[src/rtl/instr_fetch_agent_if.sv]
// rtl/instr_fetch_agent_if.sv - OBI instruction bus plus consumer stream bundle for instr_fetch_agent
//
// Purpose: groups the instruction-memory request/response signals and the
// fetched-instruction consumer stream into one bundle.
// Modports:
//   master - the fetch agent: drives instr_req/instr_addr and out_* data,
//            receives instr_gnt/instr_rvalid/instr_rdata/instr_err and out_ready_i.
//   slave  - the memory/consumer side: the mirror image of master.
interface instr_fetch_agent_if;
  logic        instr_req;
  logic [31:0] instr_addr;
  logic        instr_gnt;
  logic        instr_rvalid;
  logic [31:0] instr_rdata;
  logic        instr_err;

  logic        out_valid_o;
  logic        out_ready_i;
  logic [31:0] out_addr_o;
  logic [31:0] out_rdata_o;
  logic        out_err_o;

  modport master (
    output instr_req, instr_addr,
    input  instr_gnt, instr_rvalid, instr_rdata, instr_err,
    output out_valid_o, out_addr_o, out_rdata_o, out_err_o,
    input  out_ready_i
  );

  modport slave (
    input  instr_req, instr_addr,
    output instr_gnt, instr_rvalid, instr_rdata, instr_err,
    input  out_valid_o, out_addr_o, out_rdata_o, out_err_o,
    output out_ready_i
  );
endinterface

[src/rtl/instr_fetch_agent.sv]
// rtl/instr_fetch_agent.sv - sequential instruction prefetcher with redirect flush and response buffer
//
// Purpose: issues word-aligned sequential OBI fetches, tracks granted requests
// in order, buffers responses in a small FIFO and streams them to a consumer.
// A redirect flushes the buffer and drops every response still owed by the
// memory for the old stream.
// Ports:
//   clk, rst_n                 clock, asynchronous active-low reset
//   start_i, start_addr_i      pulse: begin fetching at start_addr_i (IDLE only)
//   redirect_i, redirect_addr_i pulse: flush and refetch from redirect_addr_i
//   halt_i                     level: stop issuing new requests
//   bus                        instruction bus + consumer stream (master side)
//   busy_o                     running, or responses still outstanding
//   proto_err_o                sticky: unexpected rvalid or grant without request
module instr_fetch_agent #(
  parameter int FIFO_DEPTH = 4,
  parameter int MAX_OUTST  = 2
) (
  input  logic                       clk,
  input  logic                       rst_n,
  input  logic                       start_i,
  input  logic [31:0]                start_addr_i,
  input  logic                       redirect_i,
  input  logic [31:0]                redirect_addr_i,
  input  logic                       halt_i,
  instr_fetch_agent_if.master        bus,
  output logic                       busy_o,
  output logic                       proto_err_o
);

  localparam int OW  = $clog2(MAX_OUTST + 1);
  localparam int CW  = $clog2(FIFO_DEPTH + 1);
  localparam int FAW = $clog2(FIFO_DEPTH);
  localparam int PAW = (MAX_OUTST > 1) ? $clog2(MAX_OUTST) : 1;
  localparam int SW  = ((OW > CW) ? OW : CW) + 1;

  localparam logic [OW-1:0] MAX_O   = OW'(MAX_OUTST);
  localparam logic [SW-1:0] DEPTH_S = SW'(FIFO_DEPTH);

  typedef enum logic {IDLE, RUN} state_t;

  state_t          state, state_n;
  logic            req_q;
  logic [31:0]     addr_q;
  logic [31:0]     next_addr;
  logic [OW-1:0]   outst, outst_n;
  logic [OW-1:0]   discard, discard_n;
  logic [CW-1:0]   fcnt, fcnt_n;
  logic [FAW-1:0]  frd, fwr;
  logic [PAW-1:0]  prd, pwr;
  logic            proto_q;

  // pending-address queue (granted, response not yet seen) and response FIFO
  logic [31:0]     pq_mem [MAX_OUTST];
  logic [31:0]     f_addr [FIFO_DEPTH];
  logic [31:0]     f_data [FIFO_DEPTH];
  logic            f_err  [FIFO_DEPTH];

  logic            gnt_fire, rv_ok, pending_after;
  logic            push, pop, issue, out_valid;
  logic [31:0]     nxt_base;
  logic [SW-1:0]   credit_sum;

  function automatic logic [PAW-1:0] pq_inc(input logic [PAW-1:0] p);
    return (p == PAW'(MAX_OUTST - 1)) ? '0 : p + PAW'(1);
  endfunction

  assign out_valid = (fcnt != '0);

  always_comb begin
    gnt_fire      = req_q & bus.instr_gnt;
    // an rvalid with nothing outstanding is a protocol error and is ignored
    rv_ok         = bus.instr_rvalid & (outst != '0);
    pending_after = req_q & ~bus.instr_gnt;

    outst_n = outst;
    if (gnt_fire && !rv_ok)      outst_n = outst + OW'(1);
    else if (!gnt_fire && rv_ok) outst_n = outst - OW'(1);

    // a response landing in the redirect cycle belongs to the old stream
    push = rv_ok & (discard == '0) & ~redirect_i;
    pop  = out_valid & bus.out_ready_i;

    fcnt_n = fcnt;
    if (redirect_i)          fcnt_n = '0;
    else if (push && !pop)   fcnt_n = fcnt + CW'(1);
    else if (!push && pop)   fcnt_n = fcnt - CW'(1);

    // everything still owed by memory after this cycle, including a request
    // that is on the bus but not yet granted, belongs to the old stream
    discard_n = discard;
    if (redirect_i)                  discard_n = outst_n + OW'(pending_after);
    else if (rv_ok && discard != '0) discard_n = discard - OW'(1);

    state_n = state;
    case (state)
      IDLE:    if (start_i || redirect_i) state_n = RUN;
      RUN:     if (halt_i && !pending_after) state_n = IDLE;
      default: state_n = IDLE;
    endcase

    nxt_base = next_addr;
    if (redirect_i)                    nxt_base = redirect_addr_i & ~32'd3;
    else if (state == IDLE && start_i) nxt_base = start_addr_i & ~32'd3;

    // credit is judged on post-update counts so every granted request
    // already owns a FIFO slot
    credit_sum = SW'(outst_n) + SW'(fcnt_n);
    issue = ~pending_after & (state_n == RUN) & ~halt_i &
            (outst_n < MAX_O) & (credit_sum < DEPTH_S);
  end

  always_ff @(posedge clk or negedge rst_n) begin
    if (!rst_n) begin
      state     <= IDLE;
      req_q     <= 1'b0;
      addr_q    <= '0;
      next_addr <= '0;
      outst     <= '0;
      discard   <= '0;
      fcnt      <= '0;
      frd       <= '0;
      fwr       <= '0;
      prd       <= '0;
      pwr       <= '0;
      proto_q   <= 1'b0;
    end else begin
      state   <= state_n;
      req_q   <= pending_after | issue;
      outst   <= outst_n;
      discard <= discard_n;
      fcnt    <= fcnt_n;
      if (issue) begin
        addr_q    <= nxt_base;
        next_addr <= nxt_base + 32'd4;
      end else begin
        next_addr <= nxt_base;
      end
      if (gnt_fire) pwr <= pq_inc(pwr);
      if (rv_ok)    prd <= pq_inc(prd);
      if (redirect_i) begin
        frd <= '0;
        fwr <= '0;
      end else begin
        if (push) fwr <= fwr + FAW'(1);
        if (pop)  frd <= frd + FAW'(1);
      end
      if ((bus.instr_rvalid && outst == '0) || (bus.instr_gnt && !req_q))
        proto_q <= 1'b1;
    end
  end

  always_ff @(posedge clk) begin
    if (gnt_fire) pq_mem[pwr] <= addr_q;
    if (push) begin
      f_addr[fwr] <= pq_mem[prd];
      f_data[fwr] <= bus.instr_rdata;
      f_err[fwr]  <= bus.instr_err;
    end
  end

  assign bus.instr_req   = req_q;
  assign bus.instr_addr  = addr_q;
  assign bus.out_valid_o = out_valid;
  assign bus.out_addr_o  = out_valid ? f_addr[frd] : '0;
  assign bus.out_rdata_o = out_valid ? f_data[frd] : '0;
  assign bus.out_err_o   = out_valid & f_err[frd];
  assign busy_o          = (state == RUN) || (outst != '0);
  assign proto_err_o     = proto_q;

endmodule

[src/flat_wrapper.sv]
// flat-port wrapper written by rule: the top's interface ports become plain ports
module instr_fetch_agent_flat 
#(
  parameter int FIFO_DEPTH = 4,
  parameter int MAX_OUTST  = 2
)
  (clk, rst_n, start_i, start_addr_i, redirect_i, redirect_addr_i, halt_i, busy_o, proto_err_o, bus_instr_req, bus_instr_addr, bus_instr_gnt, bus_instr_rvalid, bus_instr_rdata, bus_instr_err, bus_out_valid_o, bus_out_addr_o, bus_out_rdata_o, bus_out_err_o, bus_out_ready_i);
  instr_fetch_agent_if bus_i ();
  input  logic clk;
  input  logic rst_n;
  input  logic start_i;
  input  logic [31:0] start_addr_i;
  input  logic redirect_i;
  input  logic [31:0] redirect_addr_i;
  input  logic halt_i;
  output logic busy_o;
  output logic proto_err_o;
  output wire logic [$bits(bus_i.instr_req)-1:0] bus_instr_req;
  output wire logic [$bits(bus_i.instr_addr)-1:0] bus_instr_addr;
  input wire logic [$bits(bus_i.instr_gnt)-1:0] bus_instr_gnt;
  input wire logic [$bits(bus_i.instr_rvalid)-1:0] bus_instr_rvalid;
  input wire logic [$bits(bus_i.instr_rdata)-1:0] bus_instr_rdata;
  input wire logic [$bits(bus_i.instr_err)-1:0] bus_instr_err;
  output wire logic [$bits(bus_i.out_valid_o)-1:0] bus_out_valid_o;
  output wire logic [$bits(bus_i.out_addr_o)-1:0] bus_out_addr_o;
  output wire logic [$bits(bus_i.out_rdata_o)-1:0] bus_out_rdata_o;
  output wire logic [$bits(bus_i.out_err_o)-1:0] bus_out_err_o;
  input wire logic [$bits(bus_i.out_ready_i)-1:0] bus_out_ready_i;
  assign bus_instr_req = bus_i.instr_req;
  assign bus_instr_addr = bus_i.instr_addr;
  assign bus_i.instr_gnt = bus_instr_gnt;
  assign bus_i.instr_rvalid = bus_instr_rvalid;
  assign bus_i.instr_rdata = bus_instr_rdata;
  assign bus_i.instr_err = bus_instr_err;
  assign bus_out_valid_o = bus_i.out_valid_o;
  assign bus_out_addr_o = bus_i.out_addr_o;
  assign bus_out_rdata_o = bus_i.out_rdata_o;
  assign bus_out_err_o = bus_i.out_err_o;
  assign bus_i.out_ready_i = bus_out_ready_i;
  instr_fetch_agent #(.FIFO_DEPTH(FIFO_DEPTH), .MAX_OUTST(MAX_OUTST)) u_core (.clk(clk), .rst_n(rst_n), .start_i(start_i), .start_addr_i(start_addr_i), .redirect_i(redirect_i), .redirect_addr_i(redirect_addr_i), .halt_i(halt_i), .bus(bus_i), .busy_o(busy_o), .proto_err_o(proto_err_o));
endmodule
[config.mk]
export PLATFORM = sky130hd
export DESIGN_NAME = instr_fetch_agent_flat
export DESIGN_NICKNAME = d
export VERILOG_FILES = /design/src/rtl/instr_fetch_agent_if.sv /design/src/rtl/instr_fetch_agent.sv /design/src/flat_wrapper.sv
export SDC_FILE = /design/constraint.sdc
export NUM_CORES = 1
export LEC_CHECK = 0
export CORE_MARGIN = 2
export CORE_UTILIZATION = 30
export CTS_BUF_LIST = sky130_fd_sc_hd__clkbuf_4 sky130_fd_sc_hd__clkbuf_8
export CTS_CLUSTER_DIAMETER = 100
export DETAILED_ROUTE_END_ITERATION = 8
export PLACE_DENSITY_LB_ADDON = 0.12
export SYNTH_ARGS = -nofsm -noshare
export SYNTH_HDL_FRONTEND = slang
export SYNTH_SLANG_ARGS = --single-unit
[constraint.sdc]
create_clock -name clk -period 3.3 [get_ports clk]
set_input_delay 0.99 -clock clk [delete_from_list [all_inputs] [get_ports clk]]
set_output_delay 0.99 -clock clk [all_outputs]
set_load 0.1 [all_outputs]
# Yosys cells after proc, flatten, opt, wreduce, memory -nomap -nowiden
# Memories as Yosys holds them, arrays and structs flattened.
# Cells that the tools add are included.
# word_totals
regBits	80
mem_bits_rw	324
out_inout_bits	101
elab_cells	98
mem_count	4
# mem_list
name	words	word_bits	read_ports	rd_clocked_by_memory_dff	write_ports	line_no	text
u_core.f_addr	4	32	1	0	1	instr_fetch_agent.sv:55	logic [31:0] f_addr [FIFO_DEPTH];
u_core.f_data	4	32	1	0	1	instr_fetch_agent.sv:56	logic [31:0] f_data [FIFO_DEPTH];
u_core.pq_mem	2	32	1	0	1	instr_fetch_agent.sv:54	logic [31:0] pq_mem [MAX_OUTST];
u_core.f_err	4	1	1	0	1	instr_fetch_agent.sv:57	logic f_err [FIFO_DEPTH];
# classes
addsub	12
n_lt_le_gt_ge	2
muxes	25
bitwise_logic	17
n_reduce_logical	26
# ops
op	count
$mux 32	5
$add 32x3->32 const B	1
$mux 2	8
$and 1x1->1	11
$reduce_bool 2->1	5
$logic_and 1x1->1	9
$mux 3	3
$mux 1	8
$add 2x1->2 const B	3
$logic_not 1->1	6
$not 1->1	5
$add 2x3->4	1
$logic_not 2->1	2
$lt 4x3->1 const B	1
$sub 2x1->2 const B	2
$add 3x1->3 const B	1
$logic_or 1x1->1	3
$reduce_bool 3->1	1
$sub 3x1->3 const B	1
$add 1x1->1 const B	2
$add 2x1->2	1
$lt 2x2->1 const B	1
$pmux 1 s2	1
$or 1x1->1	1

# Logic depth before layout (Yosys ltp)
# depth
ltp_word	13
mapped_depth	16

# Worst setup path before layout
# OpenSTA, ideal clock, no wires.
# synth_timing
path_kind	input to register
start	input redirect_i
end	register u_core.next_addr[11]
setup_time_ns	0.140
arrival_ns	3.592
required_ns	3.160
slack_ns	-0.431
stages	14
path_cell_list	buf_6 -> buf_4 -> buf_4 -> buf_2 -> buf_1 -> clkbuf_1 -> a211oi_1 -> ha_1 -> nor4_1 -> nand2_1 -> or3_4 -> buf_6 -> nor4_2 -> xnor2_1
# synth_via
elab_chain_cells	11
word_cells_on_any_way	20
# synth_lines
element	line_no	text
start, declared	flat_wrapper.sv:13	input logic redirect_i;
$not 1->1	instr_fetch_agent.sv:81	push = rv_ok & (discard == '0) & ~redirect_i;
$and 1x1->1	instr_fetch_agent.sv:81	
$logic_not 1->1	instr_fetch_agent.sv:87	else if (!push && pop) fcnt_n = fcnt - CW'(1);
$logic_and 1x1->1	instr_fetch_agent.sv:87	
$mux 3	instr_fetch_agent.sv:87	
$mux 3	instr_fetch_agent.sv:86	else if (push && !pop) fcnt_n = fcnt + CW'(1);
$mux 3 *	instr_fetch_agent.sv:85	if (redirect_i) fcnt_n = '0;
named net u_core.fcnt_n[1]	instr_fetch_agent.sv:48	logic [CW-1:0] fcnt, fcnt_n;
$add 2x3->4 *	instr_fetch_agent.sv:108	credit_sum = SW'(outst_n) + SW'(fcnt_n);
$lt 4x3->1 *	instr_fetch_agent.sv:110	(outst_n < MAX_O) & (credit_sum < DEPTH_S);
$and 1x1->1 *	instr_fetch_agent.sv:110	
$mux 32 *	instr_fetch_agent.sv:133	if (issue) begin
end signal, assigned	instr_fetch_agent.sv:135	next_addr <= nxt_base + 32'd4;
end signal, assigned	instr_fetch_agent.sv:137	next_addr <= nxt_base;
end, declared	instr_fetch_agent.sv:45	logic [31:0] next_addr;
# Mark *: on every way through the listed nets, which the timed path passes. The rest lies on a longest branch.
# A chain may end at the register's enable or synchronous reset.

# Final worst setup path
# layout_timing
start	register u_core.frd[0]
end	output bus_out_addr_o[18]
# layout_via
elab_chain_cells	2
# layout_lines
element	line_no	text
start, declared	instr_fetch_agent.sv:49	logic [FAW-1:0] frd, fwr;
start signal, assigned	instr_fetch_agent.sv:146	if (pop) frd <= frd + FAW'(1);
$mem_v2 4x32	--	
$mux 32	instr_fetch_agent.sv:165	assign bus.out_addr_o = out_valid ? f_addr[frd] : '0;
end, declared	flat_wrapper.sv:25	output wire logic [$bits(bus_i.out_addr_o)-1:0] bus_out_addr_o;
# No other way between the ends.

==> run_results.csv <==
group,metric,value,unit
drt,wl_per_cell,21.4,um
pwr,p_leak,8.52,nW
global_routing,grt_pass1_vias,10200,
sta,fin_skew,22.0,ps
global_routing,grt_antenna_before_repair,4,
sta,slew_headroom,64.8,%
drt,top_layer,"met5",
critical_path,cp_max_fo,6,
sta,finalCritPeriodShare,99.1,%
critical_path,startpoint_type,"flop",
min_path,hp-class,"input pin to asynchronous set/reset pin",
critical_path,worstSetupEndpointType,"output port",
clocking,clock-root-buffer,"clkbuf_8",
global_routing,grt_pass1_wl,67.8,mm
clocking,clockBufferDepth,3,
global_routing,grt_usage,16.2,%
floorplanning,io_pins,206,
synth,synth_nets,1084,
final_layout,num_antenna_cells,0,
critical_path,r2r_setup_slack,270,ps
clocking,tritoncts,"built",
floorplanning,initial_core_util,30.3,%
synth,synth-warning-count,0,
clocking,clk_latency,630,ps
floorplanning,core,55100,um2
global_routing,gr-total-overflow,0,
drt,vias_per_cell,4.56,
pwr,p_total,24.1,mW
synth,yosysSeqAreaShare,70.2,%
placed_design,hpwl,28.5,mm
placed_design,dpl_cell_area,21200,um2
pwr,p_per_area,1020,nW/um2
pwr,peakVddDrop,0.000712,V
final_layout,design_area,23500,um2
sta,worst_slew_pin_slew,527,ps
synth,syn_avg_cell_area,17.3,um2
sta,max_freq,306,MHz
synth,syn_area,16700,um2
drt,wl_met3,2.67,mm
critical_path,rr_startpoint,"u_core.fcnt[0]$_DFF_PN0_",
final_layout,area_growth,40.9,%
synth,synth_flop_cell,"edfxtp_1",
critical_path,critical_path_class,"flop to output port",
synth,ys_ff_latch,404,
sta,final.setup.tns,0,ps
floorplanning,die_area,57600,um2
clocking,cts_buffers,72,
drt,firstDrtPassIters,5,
drt,met2_length,21.8,mm
floorplanning,dieWidth,240,um
drt,wl,45.9,mm
floorplanning,rows,86,
drt,drcViolationCount,0,
critical_path,critPathRequiredTime,2310,ps
synth,ys_async_sr_fraction,19.8,%
sta,finalHoldViolations,0,
critical_path,r2r_cells,17,
placed_design,gp_congestion,0.794,
clocking,hold_buffers,0,
sta,setup_viol,0,
synth,synth_edf_count,324,
drt,drt_iter0_drc,472,
synth,synth_cells,967,
final_layout,post-route-util,42.7,%
sta,finalWorstPathRequiredPeriod,3270,ps
clocking,clock_sinks,404,
outcome,outcome,"complete, no violations",
clocking,htreeDepth,3,
placed_design,numPortBuffers,201,
floorplanning,die_height,240,um
synth,ys_types,60,
final_layout,nets,1454,
final_layout,drive_above_1_share,42.7,%
drt,vias,9769,
clocking,path_clk_slew,60,ps
drt,ant_nets,0,
critical_path,rr_endpoint,"u_core.next_addr[12]$_DFF_PN0_",
global_routing,grt_start_max_net_pins,36,
job,cap_viol_max_count,0,
critical_path,crit_arrival,2280,ps
sta,rsz0062_at_grt,"true",
drt,met1_length,20.5,mm
sta,slew_viol_final,0,
-- per-stage QoR --
stage | cells | hold slack [ps] | setup slack, ps
after floorplan | 967 | 461 | -125
after global placement | 1980 | 482 | -658
after detailed placement | 1980 | 504 | -611
after CTS | 2135 | 281 | -75.2
after global routing | 2142 | 333 | -85.1
final | 2142 | 339 | 29.9
-- power by group --
group          internal (mW)  leakage, nW  total, mW  switching (mW)
logic                   4.76         3.82       12.4            7.69
registers               6.39         3.92       6.79           0.402
clock network           2.79        0.793       4.86            2.07
-- per-layer routing --
metal,vias up,global-route usage [%]
met3,76,3.80
li1,4497,-
met1,4946,21.9
met5,-,0
met2,244,25.9
met4,6,5.10
-- how the worst max path moves through the flow --
stage / from / to / slack (ps)
after detailed placement: bus_instr_rvalid / u_core.bus.instr_addr[31]$_DFFE_PN0P_ / -610
after floorplan: redirect_i / u_core.next_addr[11]$_DFF_PN0_ / -130
after CTS: u_core.frd[0]$_DFFE_PN0P_ / bus_out_addr_o[10] / -80
final: u_core.frd[0]$_DFFE_PN0P_ / bus_out_addr_o[18] / 30
after global routing: u_core.frd[0]$_DFFE_PN0P_ / bus_out_addr_o[7] / -90
after global placement: bus_instr_rvalid / u_core.bus.instr_addr[19]$_DFFE_PN0P_ / -660
-- worst max-delay path, cell delays in order, from the launching register on --
cell and delay, ps:
dfrtp_4 500, buf_12 160, buf_16 140, mux4_2 520
and2_4 160, buf_12 160
-- cells in the final DEF (no fill, tap or decap), drive strengths merged, types with 17 or more instances in the layout --
cell type and instances:
mux4 65, nand2 44, nor2 23, clkdlybuf4s50 98
edfxtp 324, mux2 49, and2 84, o21ai 31
inv 17, xnor2 28, clkbuf 105, clkinv 21
dfrtp 80, buf 252
-- synthesized netlist by cell type, types with 10 or more instances --
master,number,area [um2]
nor2_1,23,86.3
o21ai_0,25,125
dfrtp_1,80,2000
mux2i_1,11,110
nor3_1,10,50.1
inv_1,16,60.1
mux2_2,49,552
xor2_1,12,105
xnor2_1,27,236
mux4_2,65,1460
and2_1,84,526
nand2_1,44,165
buf_2,14,70.1
clkbuf_1,26,97.6
ha_1,12,150
edfxtp_1,324,9730
-- area by class of cell --
cell class | instances | area (um2)
Fill cell | 5037 | 31500
Sequential cell | 404 | 11700
Multi-Input combinational cell | 491 | 4950
Timing Repair Buffer | 351 | 4330
Clock buffer | 104 | 1310
Tap cell | 748 | 936
Clock inverter | 27 | 201
Inverter | 17 | 66.3
-- state kept, by name, indices dropped and copies added, names as in the netlist --
signal	cells
u_core.bus.instr_addr	32
u_core.bus.instr_req	1
u_core.discard	2
u_core.f_addr	128
u_core.f_data	128
u_core.f_err	4
u_core.fcnt	3
u_core.frd	2
u_core.fwr	2
u_core.next_addr	32
u_core.outst	2
u_core.pq_mem	64
u_core.prd	1
u_core.proto_err_o	1
u_core.pwr	1
u_core.state	1
-- logic make-up (layout without fill, tap and decap cells) --
kind of cell             after synthesis  count (layout)  synth area share, %
AO/OA/AOI/OAI                         71              71                 2.94
adder cells (fa/ha/maj)               12              12                0.899
XOR/XNOR                              40              40                 2.14
buffers and inverters                 72             499                 1.99
AND/OR/NAND/NOR                      243             243                 9.09
flip-flops                           404             404                 70.2
multiplexers                         125             125                 12.7
-- what timing repair did --
| item | 4_1_cts | 5_1_grt |
|---|---|---|
| buffers inserted | 13 | 6 |
| setup endpoints to repair | 65 | 128 |
| gates resized for setup | 89 | 14 |
| gates cloned | 13 | 1 |
| pin swaps | 48 | 14 |
Note: power is estimated with default switching activity, not from simulation.
